## src/rtl/branch_resolve_unit.sv

```systemverilog
// branch_resolve_unit: execute-stage branch resolver that owns the fetch PC.
// Resolves relative, conditional, status-flag, absolute and call/return
// branches, keeps a circular return-address stack (RAS) and runs a fixed
// length flush sequence after every taken branch.
// Optional feature macro: BRANCH_COUNT_EN adds takenCount_o, a saturating
// count of taken branches.
module branch_resolve_unit #(
   parameter int PC_W         = 16,
   parameter int OPND_W       = 16,
   parameter int RAS_DEPTH    = 4,
   parameter int FLUSH_CYCLES = 2
) (
   input  logic              clock_i,
   input  logic              reset_i,
   input  logic              enable_i,
   input  logic              isStalled_i,
   input  logic [6:0]        opCode_i,
   input  logic [OPND_W-1:0] pOperand_i,
   input  logic [OPND_W-1:0] sOperand_i,
   input  logic [PC_W-1:0]   pc_i,
   input  logic [1:0]        opStat_i,
   output logic [PC_W-1:0]   pc_o,
   output logic              flushBack_o,
   output logic              busy_o,
   output logic              rasFull_o,
   output logic              rasEmpty_o,
`ifdef BRANCH_COUNT_EN
   output logic [15:0]       takenCount_o,
`endif
   output logic              fault_o
);

   // ------------------------------------------------------------------
   // Derived sizes
   // ------------------------------------------------------------------
   localparam int PTR_W = (RAS_DEPTH > 1) ? $clog2(RAS_DEPTH) : 1;
   localparam int CNT_W = $clog2(RAS_DEPTH + 1);
   localparam int FC_W  = (FLUSH_CYCLES > 1) ? $clog2(FLUSH_CYCLES) : 1;

   localparam logic [PC_W-1:0]  PC_ONE     = PC_W'(1);
   localparam logic [PTR_W-1:0] PTR_ONE    = PTR_W'(1);
   localparam logic [CNT_W-1:0] CNT_ONE    = CNT_W'(1);
   localparam logic [CNT_W-1:0] CNT_ZERO   = CNT_W'(0);
   localparam logic [CNT_W-1:0] CNT_FULL   = CNT_W'(RAS_DEPTH);
   localparam logic [FC_W-1:0]  FC_ONE     = FC_W'(1);
   localparam logic [FC_W-1:0]  FC_ZERO    = FC_W'(0);
   localparam logic [FC_W-1:0]  FC_LAST    = FC_W'(FLUSH_CYCLES - 1);

   // Opcode encodings
   localparam logic [6:0] OP_BNZ_FWD  = 7'd1;
   localparam logic [6:0] OP_BR_FWD   = 7'd2;
   localparam logic [6:0] OP_BNZ_BWD  = 7'd3;
   localparam logic [6:0] OP_BR_BWD   = 7'd4;
   localparam logic [6:0] OP_BOV_FWD  = 7'd5;
   localparam logic [6:0] OP_BUN_FWD  = 7'd6;
   localparam logic [6:0] OP_BOV_BWD  = 7'd7;
   localparam logic [6:0] OP_BUN_BWD  = 7'd8;
   localparam logic [6:0] OP_CALL     = 7'd9;
   localparam logic [6:0] OP_RET      = 7'd10;
   localparam logic [6:0] OP_JMPA     = 7'd11;

   typedef enum logic [0:0] {
      ST_IDLE  = 1'b0,
      ST_FLUSH = 1'b1
   } state_e;

   // Operand is zero-extended or truncated to the PC width.
   function automatic logic [PC_W-1:0] fit_operand(input logic [OPND_W-1:0] v);
      return PC_W'(v);
   endfunction

   // ------------------------------------------------------------------
   // State
   // ------------------------------------------------------------------
   state_e           state_q,     state_d;
   logic [PC_W-1:0]  pc_q,        pc_d;
   logic             flush_q,     flush_d;
   logic             busy_q,      busy_d;
   logic             fault_q,     fault_d;
   logic [FC_W-1:0]  flush_cnt_q, flush_cnt_d;
   logic [PTR_W-1:0] top_q,       top_d;
   logic [CNT_W-1:0] count_q,     count_d;
   logic [PC_W-1:0]  ras_q [RAS_DEPTH];

   // ------------------------------------------------------------------
   // Combinational decode results
   // ------------------------------------------------------------------
   logic [PC_W-1:0]  offset_s;
   logic [PC_W-1:0]  pc_plus1_s;
   logic [PC_W-1:0]  ras_top_s;
   logic             ras_empty_s;
   logic             ras_full_s;
   logic             taken_s;
   logic [PC_W-1:0]  tgt_s;
   logic             push_s;
   logic             pop_s;
   logic             ret_empty_s;
   logic             ras_we_s;
   logic [PTR_W-1:0] ras_widx_s;

   assign offset_s    = fit_operand(pOperand_i);
   assign pc_plus1_s  = pc_i + PC_ONE;
   assign ras_top_s   = ras_q[top_q];
   assign ras_empty_s = (count_q == CNT_ZERO);
   assign ras_full_s  = (count_q == CNT_FULL);

   // Decode the opcode into taken/target and the RAS operation it requests.
   always_comb begin
      taken_s     = 1'b0;
      tgt_s       = pc_plus1_s;
      push_s      = 1'b0;
      pop_s       = 1'b0;
      ret_empty_s = 1'b0;
      case (opCode_i)
         OP_BNZ_FWD: begin
            taken_s = (sOperand_i != {OPND_W{1'b0}});
            tgt_s   = pc_i + offset_s;
         end
         OP_BR_FWD: begin
            taken_s = 1'b1;
            tgt_s   = pc_i + offset_s;
         end
         OP_BNZ_BWD: begin
            taken_s = (sOperand_i != {OPND_W{1'b0}});
            tgt_s   = pc_i - offset_s;
         end
         OP_BR_BWD: begin
            taken_s = 1'b1;
            tgt_s   = pc_i - offset_s;
         end
         OP_BOV_FWD: begin
            taken_s = opStat_i[1];
            tgt_s   = pc_i + offset_s;
         end
         OP_BUN_FWD: begin
            taken_s = opStat_i[0];
            tgt_s   = pc_i + offset_s;
         end
         OP_BOV_BWD: begin
            taken_s = opStat_i[1];
            tgt_s   = pc_i - offset_s;
         end
         OP_BUN_BWD: begin
            taken_s = opStat_i[0];
            tgt_s   = pc_i - offset_s;
         end
         OP_CALL: begin
            taken_s = 1'b1;
            tgt_s   = pc_i + offset_s;
            push_s  = 1'b1;
         end
         OP_RET: begin
            if (ras_empty_s) begin
               ret_empty_s = 1'b1;
            end else begin
               taken_s = 1'b1;
               tgt_s   = ras_top_s;
               pop_s   = 1'b1;
            end
         end
         OP_JMPA: begin
            taken_s = 1'b1;
            tgt_s   = offset_s;
         end
         default: begin
            taken_s = 1'b0;
            tgt_s   = pc_plus1_s;
         end
      endcase
   end

   // Next-state logic for the IDLE/FLUSH sequencer, fetch PC and RAS pointers.
   always_comb begin
      state_d     = state_q;
      pc_d        = pc_q;
      flush_d     = flush_q;
      busy_d      = busy_q;
      fault_d     = 1'b0;
      flush_cnt_d = flush_cnt_q;
      top_d       = top_q;
      count_d     = count_q;
      ras_we_s    = 1'b0;
      ras_widx_s  = top_q + PTR_ONE;
      case (state_q)
         ST_IDLE: begin
            if (isStalled_i) begin
               pc_d = pc_q;
            end else if (enable_i && taken_s) begin
               pc_d        = tgt_s;
               flush_d     = 1'b1;
               busy_d      = 1'b1;
               flush_cnt_d = FC_ZERO;
               state_d     = ST_FLUSH;
               if (push_s) begin
                  // A full stack silently drops its oldest entry.
                  ras_we_s = 1'b1;
                  top_d    = top_q + PTR_ONE;
                  count_d  = ras_full_s ? count_q : (count_q + CNT_ONE);
               end else if (pop_s) begin
                  top_d    = top_q - PTR_ONE;
                  count_d  = count_q - CNT_ONE;
               end else begin
                  top_d    = top_q;
               end
            end else begin
               pc_d    = pc_plus1_s;
               fault_d = enable_i & ret_empty_s;
            end
         end
         ST_FLUSH: begin
            // Younger ops are squashed: enable_i and isStalled_i are ignored.
            if (flush_cnt_q == FC_LAST) begin
               state_d     = ST_IDLE;
               flush_d     = 1'b0;
               busy_d      = 1'b0;
               flush_cnt_d = FC_ZERO;
            end else begin
               flush_cnt_d = flush_cnt_q + FC_ONE;
            end
         end
         default: begin
            state_d     = ST_IDLE;
            flush_d     = 1'b0;
            busy_d      = 1'b0;
            flush_cnt_d = FC_ZERO;
         end
      endcase
   end

   // Control and PC registers with synchronous reset.
   always_ff @(posedge clock_i) begin
      if (reset_i) begin
         state_q     <= ST_IDLE;
         pc_q        <= {PC_W{1'b0}};
         flush_q     <= 1'b0;
         busy_q      <= 1'b0;
         fault_q     <= 1'b0;
         flush_cnt_q <= FC_ZERO;
         top_q       <= {PTR_W{1'b0}};
         count_q     <= CNT_ZERO;
      end else begin
         state_q     <= state_d;
         pc_q        <= pc_d;
         flush_q     <= flush_d;
         busy_q      <= busy_d;
         fault_q     <= fault_d;
         flush_cnt_q <= flush_cnt_d;
         top_q       <= top_d;
         count_q     <= count_d;
      end
   end

   // Return-address storage; one write per cycle at most.
   always_ff @(posedge clock_i) begin
      if (reset_i) begin
         for (int i = 0; i < RAS_DEPTH; i++) begin
            ras_q[i] <= {PC_W{1'b0}};
         end
      end else if (ras_we_s) begin
         ras_q[ras_widx_s] <= pc_plus1_s;
      end
   end

`ifdef BRANCH_COUNT_EN
   logic [15:0] taken_cnt_q, taken_cnt_d;

   // Saturating count of IDLE->FLUSH transitions.
   always_comb begin
      taken_cnt_d = taken_cnt_q;
      if ((state_q == ST_IDLE) && (state_d == ST_FLUSH) && (taken_cnt_q != 16'hFFFF)) begin
         taken_cnt_d = taken_cnt_q + 16'd1;
      end else begin
         taken_cnt_d = taken_cnt_q;
      end
   end

   // Taken-branch counter register.
   always_ff @(posedge clock_i) begin
      if (reset_i) begin
         taken_cnt_q <= 16'd0;
      end else begin
         taken_cnt_q <= taken_cnt_d;
      end
   end

   assign takenCount_o = taken_cnt_q;
`endif

   assign pc_o        = pc_q;
   assign flushBack_o = flush_q;
   assign busy_o      = busy_q;
   assign fault_o     = fault_q;
   assign rasFull_o   = ras_full_s;
   assign rasEmpty_o  = ras_empty_s;

endmodule

```

## config.mk

```make
export PLATFORM = sky130hd
export DESIGN_NAME = branch_resolve_unit
export DESIGN_NICKNAME = d
export VERILOG_FILES = /design/src/rtl/branch_resolve_unit.sv
export SDC_FILE = /design/constraint.sdc
export NUM_CORES = 1
export LEC_CHECK = 0
export CORE_MARGIN = 2
export CORE_UTILIZATION = 50
export DETAILED_ROUTE_END_ITERATION = 8
export PLACE_DENSITY = 0.77
export SLEW_MARGIN = 30
export SYNTH_ARGS = -nofsm -noshare
export SYNTH_HDL_FRONTEND = slang
export SYNTH_SLANG_ARGS = --single-unit
```

## constraint.sdc

```tcl
create_clock -name clock_i -period 4.25 [get_ports clock_i]
set_clock_uncertainty 0.05 [all_clocks]
set_input_delay 0.425 -clock clock_i [delete_from_list [all_inputs] [get_ports clock_i]]
set_output_delay 0.425 -clock clock_i [all_outputs]
set_load 0.005 [all_outputs]
```

==> flow_summary.ini <==
[worst_setup_path]
cp_data_required_time_ns = 4.43
cp_cell_sequence = clkdlybuf4s50_1 -> or3_4 -> nor3_1 -> a21oi_4 -> o21ai_0 -> xnor2_1 -> ha_1 -> a21o_1 -> a22oi_1 -> a21bo_2 -> o41ai_1 -> o211ai_1 -> a41o_1 -> a32o_1
slowest_stage = clkdlybuf4s50_1
startpoint_type = primary input
cp_num_buf_inv = 1
cp-end-kind = flop
slowest_delay_ns = 0.44
crit_type = primary input to flop
cp_top_family = compound AO/OA/AOI/OAI gates
path_max_fanout = 16
arrival_ns = 3.98

[synth]
yosysTopAreaCell = edfxtp_1
netlist_instances = 544
ys_warn_count = 0
async_flop_share = 0
synth-edff-count = 64
netlist_area_um2 = 5640
seq_area_frac_synth = 0.437
synth_common_cells = 94 x nor2_1, 64 x edfxtp_1, 38 x nand2_1, 28 x xnor2_1, 27 x dfxtp_1
yosysMostFrequentCell = nor2_1
synth-seq-cells = 91
synth_area_per_cell_um2 = 10.4
synth_nets = 627
synth.area.top_cells = edfxtp_1 34%, dfxtp_1 9.6%, mux4_2 6.4%
yosysUniqueCellTypes = 71
synthFlopType = edfxtp_1
yosysTopAreaCellShare = 0.341

[clock_network]
cts_buffers = 9
cts_resized = 0
clk_path_buf_depth = 2
hold_buffers = 0
htreeDepth = 3
cts.sinks = 91
clock_tree.root_cell = clkbuf_16
cts_tree = built
cts.clk_slew.worst_paths_ns = 0.07
cts_post_setup_buffers_inserted = 0
clk_latency_ns = 0.33

[drt]
wirelength_um = 15500
vias = 4703
ant_nets = 0
viasPerCell = 6.02
wl_per_cell_um = 19.9
first_iter_violations = 365
drc = 0
first_pass_iters = 5

[layout]
fin_util = 0.639
layout-drive-gt1-share = 0.126
multiInputGateArea_um2 = 3010
nets = 719
design_area_um2 = 6990
seqCellArea_um2 = 2460
fin_cells = 781
area_growth_pct = 24.0
antennaDiodeCount = 0
fill_cells = 883

[pwr]
power.density_nw_per_um2 = 314
switching_share = 0.258
p_sw_mw = 0.565
power_mw = 2.19
p_clk_frac = 0.356
combPwrFrac = 0.191
ir_drop_mv = 0.310
p_int_mw = 1.63
p_leak_nw = 2.59
pwr-share-seq = 0.453

[flow_run]
drv_cap = 0

[global_routing]
grt_usage = 0.265
antenna_found_initial = 0
grt_pass1_wl_um = 24000
grt_max_degree = 22
grt_pass1_vias = 4588
grt_overflow = 0

[floorplanning]
die_h_um = 110
fp.coreArea_um2 = 10900
rows = 38
fp.dieW_um = 110
start_util = 0.516
ios = 82
dieArea_um2 = 12100

[timing]
fmax_mhz = 263
rsz0062_at_grt = false
setup_violations = 0
setup_tns_ns = 0
slew_headroom = 0.398
tightest_slew_ns = 0.900
slew_violations = 0
fin_crit_ns = 3.80
hold_violations = 0
finalCritPeriodShare = 0.894

[place]
port_buffers = 81
dp_cells = 765
place_congestion = 0.923
dpl_cell_area_um2 = 6690
dp_hpwl_um = 11600

[outcome]
status = finished, final reports clean

[worst_hold_path]
hp-class = flop to flop
area by class of cell:
cell class	count	share of cell area
multi-input combinational	412	0.430
sequential	91	0.352
timing repair buffer	105	0.142
clock buffer	10	0.0327
tap	140	0.0250
clock inverter	6	0.00913
inverter	17	0.00913
tightest hold or removal path, stage by stage, from the launching register on:
cell and delay, ns:
dfxtp_1 0.32, nand2_1 0.05, nand2_1 0.04
power groups by stage:
stage          registers, mW  logic (mW)  clock network (mW)
6_report               0.995       0.418               0.782
3_3_place_gp            1.01       0.405                   0
4_1_cts                0.994       0.411               0.793
3_5_place_dp            1.01       0.408                   0
2_1_floorplan           1.01       0.229                   0
5_1_grt                0.997       0.452               0.827
metrics by stage:
step,setup slack [ns],hold WS (ns)
floorplan,0.558,0.385
global placement,-0.311,0.384
detailed placement,-0.0237,0.388
CTS,0.340,0.397
global route,0.140,0.440
finish,0.450,0.397
sequential cells by signal, summed over array words and instances, names as in the netlist, named ones only:
register,flops
ras_q,64
pc_o,16
count_q,3
top_q,2
busy_o,1
fault_o,1
flush_cnt_q,1
state_q,1
cell usage in the layout (no fill, tap or decap), types with 3 or more instances in the layout:
cell type,netlist,routed
nand2_1,38,38
a41o_1,3,3
or2_2,3,3
a21oi_1,21,20
a22o_1,4,4
clkdlybuf4s50_1,0,81
clkbuf_16,0,9
ha_1,20,20
and4_1,3,3
a22oi_1,11,11
o41ai_1,3,3
mux2i_1,5,5
dfxtp_1,27,27
xor2_1,17,17
a21o_1,5,5
nor3_1,6,6
a31oi_1,4,4
xnor2_1,28,28
nor3_2,3,3
a211oi_1,4,4
inv_1,16,16
nor2_1,94,94
o21ai_0,13,13
o31ai_1,5,5
nand3_1,18,18
edfxtp_1,64,64
a32o_1,10,10
o211ai_1,7,7
nand2b_1,9,9
nor4_1,6,6
and3_1,3,3
mux4_2,16,16
buf_4,2,24
nand4_1,5,5
path summary, 6_finish.rpt:
kind | start | endpoint | slack, ns | depth (start not counted)
setup / recovery | opCode_i[5] | pc_o[12] | 0.45 | 14
hold reg to reg | pc_o[1] | pc_o[1] | 0.40 | 2
setup reg to reg | state_q | ras_q[0][2] | 1.52 | 8
hold / removal | pc_o[1] | pc_o[1] | 0.40 | 2
kinds of logic (layout without fill, tap and decap cells):
| family | Yosys count | in the layout | synth area share |
|---|---|---|---|
| muxes | 22 | 22 | 0.0754 |
| DFF | 91 | 91 | 0.437 |
| and+or+nand+nor | 208 | 208 | 0.179 |
| buffers and inverters | 41 | 138 | 0.0322 |
| xor gates and xnor gates | 45 | 45 | 0.0699 |
| AOI/OAI and AO/OA | 115 | 115 | 0.155 |
| adders and majority gates | 22 | 22 | 0.0515 |
routing by layer:
metal  up-vias  wire length (um)  GRT usage
li1       2222                 -          -
met2       213              7440      0.430
met5         -                 0          0
met4         0               249     0.0786
met3        23              1390     0.0541
met1      2245              6460      0.361
No activity file was read; power rests on OpenSTA's default activity.
